==> config.mk <==
export PLATFORM = sky130hd
export DESIGN_NAME = move_validator_flat
export DESIGN_NICKNAME = d
export VERILOG_FILES = /design/src/rtl/ttt_pkg.sv /design/src/rtl/move_validator_if.sv /design/src/rtl/onehot_check.sv /design/src/rtl/move_validator.sv /design/src/flat_wrapper.sv
export SDC_FILE = /design/constraint.sdc
export NUM_CORES = 1
export LEC_CHECK = 0
export BUFFER_PORTS_ARGS = -buffer_cell sky130_fd_sc_hd__buf_2
export CAP_MARGIN = 10
export CORE_ASPECT_RATIO = 1.5
export CORE_MARGIN = 4
export CORE_UTILIZATION = 45
export DETAILED_ROUTE_END_ITERATION = 6
export PLACE_DENSITY = 0.74
export SYNTH_ARGS = -nofsm -noshare
export SYNTH_HDL_FRONTEND = slang
export SYNTH_SLANG_ARGS = --single-unit
==> constraint.sdc <==
create_clock -name clock -period 4.45 [get_ports clock]
set_input_delay 0.2225 -clock clock [delete_from_list [all_inputs] [get_ports clock]]
set_output_delay 0.2225 -clock clock [all_outputs]
set_load 0.005 [all_outputs]
==> src/rtl/ttt_pkg.sv <==
// rtl/ttt_pkg.sv - shared cell encodings, FSM state enum and board-index helper
package ttt_pkg;

    localparam logic [1:0] EMPTY    = 2'b00;
    localparam logic [1:0] PLAYER   = 2'b01;
    localparam logic [1:0] COMPUTER = 2'b10;

    typedef enum logic [1:0] {
        WAIT_PL = 2'd0,
        WAIT_PC = 2'd1,
        FULL    = 2'd2
    } state_t;

    // Cell i occupies board bits [2i+1:2i].
    function automatic int cell_lsb(input int idx);
        return 2 * idx;
    endfunction

endpackage

==> src/rtl/move_validator_if.sv <==
// rtl/move_validator_if.sv - move request / board status bundle for move_validator
interface move_validator_if #(
    parameter int N     = 3,
    parameter int CNT_W = 4
);
    localparam int CELLS = N * N;

    logic                 clear;
    logic                 move_valid;
    logic                 move_ready;
    logic [CELLS-1:0]     pl_en;
    logic [CELLS-1:0]     pc_en;
    logic [2*CELLS-1:0]   board;
    logic                 turn;
    logic                 move_accepted;
    logic                 illegal_move;
    logic                 board_full;
    logic [CNT_W-1:0]     illegal_cnt;

    modport master (
        output clear, move_valid, pl_en, pc_en,
        input  move_ready, board, turn, move_accepted, illegal_move, board_full, illegal_cnt
    );

    modport slave (
        input  clear, move_valid, pl_en, pc_en,
        output move_ready, board, turn, move_accepted, illegal_move, board_full, illegal_cnt
    );

endinterface

==> src/rtl/onehot_check.sv <==
// rtl/onehot_check.sv - flags a vector as exactly one-hot and/or all-zero
module onehot_check #(
    parameter int W = 9
) (
    input  logic [W-1:0] vec,
    output logic         is_onehot,
    output logic         is_zero
);

    always_comb begin
        is_zero   = (vec == '0);
        // Clearing the lowest set bit leaves zero only for a single set bit.
        is_onehot = !is_zero && ((vec & (vec - W'(1))) == '0);
    end

endmodule

==> src/rtl/move_validator.sv <==
// rtl/move_validator.sv - tic-tac-toe move legality checker, board store and turn FSM
module move_validator
    import ttt_pkg::*;
#(
    parameter int N     = 3,
    parameter int CNT_W = 4
) (
    input  logic             clock,
    input  logic             reset,
    move_validator_if.slave  bus
);

    localparam int CELLS = N * N;

    state_t               state_q, state_d;
    logic [2*CELLS-1:0]   board_q, board_d;
    logic [CNT_W-1:0]     cnt_q, cnt_d;
    logic                 acc_q, acc_d;
    logic                 ill_q, ill_d;
    logic                 full_q, full_d;

    logic [CELLS-1:0]     occ_q, occ_d, sel_en;
    logic                 pl_onehot, pl_zero, pc_onehot, pc_zero;
    logic                 handshake, legal, write_en;
    logic [1:0]           mark;

    onehot_check #(.W(CELLS)) u_pl_check (
        .vec       (bus.pl_en),
        .is_onehot (pl_onehot),
        .is_zero   (pl_zero)
    );

    onehot_check #(.W(CELLS)) u_pc_check (
        .vec       (bus.pc_en),
        .is_onehot (pc_onehot),
        .is_zero   (pc_zero)
    );

    always_comb begin
        handshake = bus.move_valid && (state_q != FULL);
        sel_en    = (state_q == WAIT_PC) ? bus.pc_en : bus.pl_en;
        mark      = (state_q == WAIT_PC) ? COMPUTER : PLAYER;
        if (state_q == WAIT_PC) begin
            legal = pc_onehot && pl_zero;
        end else begin
            legal = pl_onehot && pc_zero;
        end
        // With a one-hot select, the cell is empty iff it misses every occupied bit.
        legal    = legal && ((sel_en & occ_q) == '0);
        write_en = handshake && legal && !bus.clear;
    end

    for (genvar i = 0; i < CELLS; i++) begin : g_cell
        assign occ_q[i] = |board_q[cell_lsb(i) +: 2];
        assign board_d[cell_lsb(i) +: 2] = bus.clear                ? EMPTY :
                                           (write_en && sel_en[i])  ? mark  :
                                           board_q[cell_lsb(i) +: 2];
        assign occ_d[i] = |board_d[cell_lsb(i) +: 2];
    end

    always_comb begin
        state_d = state_q;
        cnt_d   = cnt_q;
        acc_d   = 1'b0;
        ill_d   = 1'b0;
        full_d  = &occ_d;
        if (bus.clear) begin
            state_d = WAIT_PL;
            cnt_d   = '0;
        end else if (handshake) begin
            if (legal) begin
                acc_d = 1'b1;
                if (&occ_d) begin
                    state_d = FULL;
                end else begin
                    state_d = (state_q == WAIT_PL) ? WAIT_PC : WAIT_PL;
                end
            end else begin
                ill_d = 1'b1;
                if (cnt_q != '1) begin
                    cnt_d = cnt_q + CNT_W'(1);
                end
            end
        end
    end

    always_ff @(posedge clock or posedge reset) begin
        if (reset) begin
            state_q <= WAIT_PL;
            board_q <= '0;
            cnt_q   <= '0;
            acc_q   <= 1'b0;
            ill_q   <= 1'b0;
            full_q  <= 1'b0;
        end else begin
            state_q <= state_d;
            board_q <= board_d;
            cnt_q   <= cnt_d;
            acc_q   <= acc_d;
            ill_q   <= ill_d;
            full_q  <= full_d;
        end
    end

    assign bus.move_ready    = (state_q != FULL);
    assign bus.turn          = (state_q == WAIT_PC);
    assign bus.board         = board_q;
    assign bus.move_accepted = acc_q;
    assign bus.illegal_move  = ill_q;
    assign bus.board_full    = full_q;
    assign bus.illegal_cnt   = cnt_q;

endmodule

==> src/flat_wrapper.sv <==
// flat-port wrapper written by rule: the top's interface ports become plain ports
module move_validator_flat import ttt_pkg::*;
#(
    parameter int N     = 3,
    parameter int CNT_W = 4
)
  (clock, reset, bus_clear, bus_move_valid, bus_pl_en, bus_pc_en, bus_move_ready, bus_board, bus_turn, bus_move_accepted, bus_illegal_move, bus_board_full, bus_illegal_cnt);
  move_validator_if #(.N(N), .CNT_W(CNT_W)) bus_i ();
  input  logic clock;
  input  logic reset;
  input wire logic [$bits(bus_i.clear)-1:0] bus_clear;
  input wire logic [$bits(bus_i.move_valid)-1:0] bus_move_valid;
  input wire logic [$bits(bus_i.pl_en)-1:0] bus_pl_en;
  input wire logic [$bits(bus_i.pc_en)-1:0] bus_pc_en;
  output wire logic [$bits(bus_i.move_ready)-1:0] bus_move_ready;
  output wire logic [$bits(bus_i.board)-1:0] bus_board;
  output wire logic [$bits(bus_i.turn)-1:0] bus_turn;
  output wire logic [$bits(bus_i.move_accepted)-1:0] bus_move_accepted;
  output wire logic [$bits(bus_i.illegal_move)-1:0] bus_illegal_move;
  output wire logic [$bits(bus_i.board_full)-1:0] bus_board_full;
  output wire logic [$bits(bus_i.illegal_cnt)-1:0] bus_illegal_cnt;
  assign bus_i.clear = bus_clear;
  assign bus_i.move_valid = bus_move_valid;
  assign bus_i.pl_en = bus_pl_en;
  assign bus_i.pc_en = bus_pc_en;
  assign bus_move_ready = bus_i.move_ready;
  assign bus_board = bus_i.board;
  assign bus_turn = bus_i.turn;
  assign bus_move_accepted = bus_i.move_accepted;
  assign bus_illegal_move = bus_i.illegal_move;
  assign bus_board_full = bus_i.board_full;
  assign bus_illegal_cnt = bus_i.illegal_cnt;
  move_validator #(.N(N), .CNT_W(CNT_W)) u_core (.clock(clock), .reset(reset), .bus(bus_i));
endmodule
# --- Word level (Yosys, flattened, before mapping) ---
# Index checks and enable logic that the tools add are counted.
word_totals:
  register_bits: 27
  in_bits: 22
  elab_cells: 102
op_classes:
  addsub: 3
  n_eq_ne: 4
  n_mux: 36
  bitwise_logic: 3
  reduce_logical: 50
op_table:
  columns: ["cell", "n"]
  rows:
  - ["$mux 2", 23]
  - ["$logic_not 9->1", 5]
  - ["$reduce_or 2->1", 18]
  - ["$and 9x9->9", 3]
  - ["$sub 9x1->9 const B", 2]
  - ["$logic_and 1x1->1", 17]
  - ["$mux 4", 4]
  - ["$mux 9", 1]
  - ["$reduce_and 9->1", 1]
  - ["$mux 1", 8]
  - ["$reduce_bool 2->1", 3]
  - ["$add 4x1->4 const B", 1]
  - ["$ne 2x2->1 const B", 2]
  - ["$ne 4x4->1 const B", 1]
  - ["$logic_not 1->1", 3]
  - ["$reduce_and 3->1", 1]
  - ["$eq 2x1->1 const B", 1]
  - ["$logic_not 2->1", 1]
  - ["$reduce_and 2->1", 1]

# --- Depth between registers and ports, before layout ---
logic_depth:
  ltp_word: 18
  depth_mapped: 12
  depth_no_buf: 9

# --- Hierarchy ---
# Synthesis repeated with hierarchy kept, for this count alone.
unflattened:
  hier_cells: 187
  area_unflattened_um2: 1789.2
modules_own_cells:
  columns: ["mod", "instances", "cells_each", "area_each_um2"]
  rows:
  - ["move_validator", 1, 155, 1554.0]
  - ["onehot_check", 2, 16, 117.6]

# --- Worst setup path before layout ---
# Ideal clock, no wire load.
synth_path:
  path_type: "input port to flip-flop"
  from: "input port bus_pc_en[0]"
  to: "register u_core.state_q[0]"
  t_arrival_ns: 2.642
  setup_slack_ns: 1.683
  path_stages: 9
  n_path_buf: 0
  path_cell_list: "or4_4 or2_1 or4b_4 a211oi_2 o211a_4 nand2_2 o22a_1 nor4b_4 o41ai_1"
synth_between:
  elab_chain_cells: 18
  elab_cells_between_ends: 58
synth_rtl:
  columns: ["item", "line", "text"]
  rows:
  - ["from (decl)", "flat_wrapper.sv:14", "input wire logic [$bits(bus_i.pc_en)-1:0] bus_pc_en;"]
  - ["$sub 9x1->9", "onehot_check.sv:13", "is_onehot = !is_zero && ((vec & (vec - W'(1))) == '0);"]
  - ["$and 9x9->9", "onehot_check.sv:13", null]
  - ["$logic_not 9->1", "onehot_check.sv:13", null]
  - ["$logic_and 1x1->1", "onehot_check.sv:13", null]
  - ["$logic_and 1x1->1", "move_validator.sv:44", "legal = pc_onehot && pl_zero;"]
  - ["$mux 1", "move_validator.sv:43", "if (state_q == WAIT_PC) begin"]
  - ["$logic_and 1x1->1", "move_validator.sv:49", "legal = legal && ((sel_en & occ_q) == '0);"]
  - ["$logic_and 1x1->1 (2 in a row)", "move_validator.sv:50", "write_en = handshake && legal && !bus.clear;"]
  - ["[2 not listed]", null, null]
  - ["$mux 2", "move_validator.sv:55", "assign board_d[cell_lsb(i) +: 2] = bus.clear ? EMPTY :"]
  - ["$reduce_or 2->1", "move_validator.sv:58", "assign occ_d[i] = |board_d[cell_lsb(i) +: 2];"]
  - ["$reduce_and 9->1 *", null, null]
  - ["net u_core.full_d", "move_validator.sv:20", "logic full_q, full_d;"]
  - ["$mux 2 *", "move_validator.sv:73", "if (&occ_d) begin"]
  - ["$mux 2 *", "move_validator.sv:71", "if (legal) begin"]
  - ["$mux 2 *", "move_validator.sv:70", "end else if (handshake) begin"]
  - ["$mux 2 *", "move_validator.sv:67", "if (bus.clear) begin"]
  - ["to (signal assigned)", "move_validator.sv:96", "state_q <= state_d;"]
  - ["to (decl)", "move_validator.sv:15", "state_t state_q, state_d;"]
# Mark *: on every way through the listed nets, which the timed path passes. The rest lies on a longest branch. The select of a mux whose other input is x is not followed.
# A chain may end at the register's enable or synchronous reset.

# --- Worst setup path in the final report ---
layout_path:
  from: "register u_core.state_q[1]"
  to: "register u_core.state_q[0]"
layout_between:
  elab_chain_cells: 16
  elab_cells_between_ends: 57
layout_rtl:
  columns: ["item", "line", "text"]
  rows:
  - ["$eq 2x1->1", "move_validator.sv:41, move_validator.sv:42, move_validator.sv:43", null]
  - ["$mux 9", "move_validator.sv:41", "sel_en = (state_q == WAIT_PC) ? bus.pc_en : bus.pl_en;"]
  - ["$and 9x9->9", "move_validator.sv:49", null]
  - ["$logic_not 9->1", "move_validator.sv:49", null]
  - ["$logic_and 1x1->1", "move_validator.sv:49", null]
  - ["$logic_and 1x1->1 (2 in a row)", "move_validator.sv:50", null]
  - ["$logic_and 1x1->1", "move_validator.sv:56", "(write_en && sel_en[i]) ? mark :"]
  - ["$mux 2", "move_validator.sv:56", null]
  - ["$mux 2", "move_validator.sv:55", null]
  - ["$reduce_or 2->1", "move_validator.sv:58", null]
  - ["$reduce_and 9->1 *", null, null]
  - ["net u_core.full_d", "move_validator.sv:20", null]
  - ["$mux 2 *", "move_validator.sv:73", null]
  - ["$mux 2 *", "move_validator.sv:71", null]
  - ["$mux 2 *", "move_validator.sv:70", null]
  - ["$mux 2 *", "move_validator.sv:67", null]
# Marks and branches as above.

==> results.cfg <==
[logic_synthesis]
synth_cell_types = 53
synth.area.top_cells = dfrtp_1, a22o_1, nor2_1, mux2i_1, o22a_1
synth_warnings = 0
synth_edf_count = 0
seq_area_frac_synth_pct = 38.43
synthArstFlopShare_pct = 100.0
syn_area_um2 = 1758
syn_avg_cell_area_um2 = 9.502
synthCells = 185
synth_ff_type = dfrtp_1
synth_largest_area_cell = dfrtp_1
synth_top_area_share_pct = 38.43
synth_seq_cells = 27
syn-num-nets = 208

[critical_path]
rr_endpoint = u_core.state_q[0]
cp_slowest_cell = nand2b_1
rrSetupSlack_ns = 0.96
slowest_delay_ns = 0.66
r2r_start = u_core.state_q[1]
path_depth = 9
cp_top_family = simple AND/OR/NAND/NOR gates
cp.buffers_inverters = 0
ff2ff_path_depth = 9
cp-end-kind = register
crit_chain = nand2b_1 > mux2_2 > a222oi_1 > and4_1 > nand3_1 > o22a_1 > a22o_1 > nor4b_4 > o41ai_1
start_kind = register
worstSetupPathType = reg -> reg
crit_arrival_ns = 3.67
worstPathRequired_ns = 4.62
path_max_fanout = 17

[clock_tree]
ctsResizeCount = 0
cts_max_level = 1
cts.path.max_buffers = 2
cts_buffers = 3
cts.clk_slew.worst_paths_ns = 0.10
cts_tree = built
ctsHoldBuffers = 0
cts_setup_buffers = 0
root_buffer = clkbuf_8
clock_latency_ns = 0.28
clkSinkCount = 27

[cells_and_area]
instances_no_fill = 274
antenna_cells = 0
final_cell_mix = buf_2, dfrtp_1, nor2_1, nand2_1, a22o_1
final_common_cell = buf_2
fin_nets = 255
area_growth_pct = 18.36
drive_gt1_share_pct = 29.00

[sta]
timing.final.crit_share_pct = 78.53
timing.setup.tns_ns = 0
drv_slew = 0
hold_viol = 0
rsz0062_at_grt = no
setup_violations = 0
hold_slack_ns = 0.1790
post-route-min-period_ns = 3.495
tightest_slew_ns = 1.044
clock_skew_ns = 0.002875
fmax_ghz = 0.2861
timing.slew.headroom_pct = 30.30

[floorplanning]
dieArea_um2 = 4991
die_w_um = 59.03
die_y_um = 84.55
core-area_um2 = 3716
rows = 27
ios = 49
initial_core_util_pct = 47.31

[global_route]
grt_start_max_net_pins = 28
first_global_vias = 1737
grt-ovfl-total = 0
grt_pass1_wl_um = 8631
antenna_found_initial = 0
grt_use_total_pct = 22.27

[run]
maxCapViolCount = 0

[routing]
vias_per_cell = 6.234
ant_nets = 0
drtIter0Drc = 81
vias = 1708
wl_um = 5215
dr.pass1.iters = 4
wl_per_cell_um = 19.03
route.detailed.drc = 0

[pwr]
power.total_mw = 0.4587
powerDensity_nw_per_um2 = 220.5
vdd_drop_max_v = 0.0001702
leakagePower_nw = 1.080

[worst_hold_path]
holdCritPathClass = in -> async

[place]
gp_congestion = 0.9671
dp_hpwl_um = 4021
numPortBuffers = 48
place_inst = 270

[status]
outcome = finished, final reports clean
==> worst register-to-register path: cells and delay by family (launching register included) <==
kind	cells	cell delay, ns
AOI/OAI and AO/OA	4	1.03
DFF	1	0.40
muxes	1	0.41
and+or+nand+nor	4	1.54
==> layout make-up <==
cell class / instances / area, um^2
fill: 365 / 1635
multi-input combinational: 148 / 1044
clock buffer: 3 / 41.29
clock inverter: 1 / 7.507
inverter: 3 / 11.26
tap: 43 / 53.80
sequential: 27 / 675.6
timing repair buffer: 49 / 247.7
==> power breakdown <==
group          internal [mW]  total (mW)  switching, mW
sequential             0.248       0.250        0.00208
clock                 0.0638       0.150         0.0861
combinational         0.0216      0.0593         0.0377
total                  0.333       0.459          0.126
==> worst max-delay path by stage <==
stage / startpoint / to / slack (ns)
finish: u_core.state_q[1] / u_core.state_q[0] / 0.96
detailed placement: u_core.state_q[1] / u_core.state_q[0] / 1.01
global route: u_core.state_q[1] / u_core.state_q[1] / 0.69
global placement: u_core.state_q[1] / u_core.state_q[0] / 1.13
floorplan: bus_pc_en[0] / u_core.state_q[0] / 1.68
CTS: u_core.state_q[1] / u_core.state_q[0] / 0.99
==> cell families after synthesis <==
logic type      synth area share (%)
simple gates                   22.99
mux                            5.907
flops                          38.43
buf+inv                        2.206
xor+xnor                       1.993
compound gates                 26.62
fa+ha+maj                      1.850
==> Yosys cell counts, types with 2 or more instances <==
cell / n
dfrtp_1: 27
nor2_1: 20
nand2_1: 11
a22o_1: 10
mux2i_1: 7
a21oi_1: 6
and2_1: 6
and3_1: 6
o22a_1: 6
clkbuf_1: 5
nand3_1: 5
or2_2: 5
a21o_1: 4
nand2b_1: 4
nor3_1: 4
o21ai_0: 4
a31oi_1: 3
inv_1: 3
mux2_2: 3
nand4_1: 3
o2111a_1: 3
o2bb2ai_1: 3
xor2_1: 3
a32o_1: 2
maj3_1: 2
o21a_1: 2
o22ai_1: 2
==> registers in the layout, indices dropped and copies added, names as in the netlist <==
| register | count |
|---|---|
| u_core.bus.illegal_move | 1 |
| u_core.bus.illegal_cnt | 4 |
| u_core.bus.board | 18 |
| u_core.state_q | 2 |
| u_core.bus.move_accepted | 1 |
| u_core.bus.board_full | 1 |
==> routing by layer <==
metal | routed length [um] | GRT usage (%)
met1 | 2066 | 27.31
met2 | 2635 | 36.52
met3 | 239 | 3.077
met4 | 274 | 12.16
met5 | 0 | 0
==> metrics by stage <==
| step | cell area, um^2 | utilization, % | worst slack [ns] |
|---|---|---|---|
| finish | 2081 | 55.99 | 0.9553 |
| detailed placement | 2032 | 54.68 | 1.007 |
| global route | 2081 | 55.99 | 0.6907 |
| global placement | 2032 | 54.68 | 1.132 |
| CTS | 2081 | 55.99 | 0.9901 |
| floorplan | 1758 | - | 1.683 |
(Power assumes the default switching activity.)
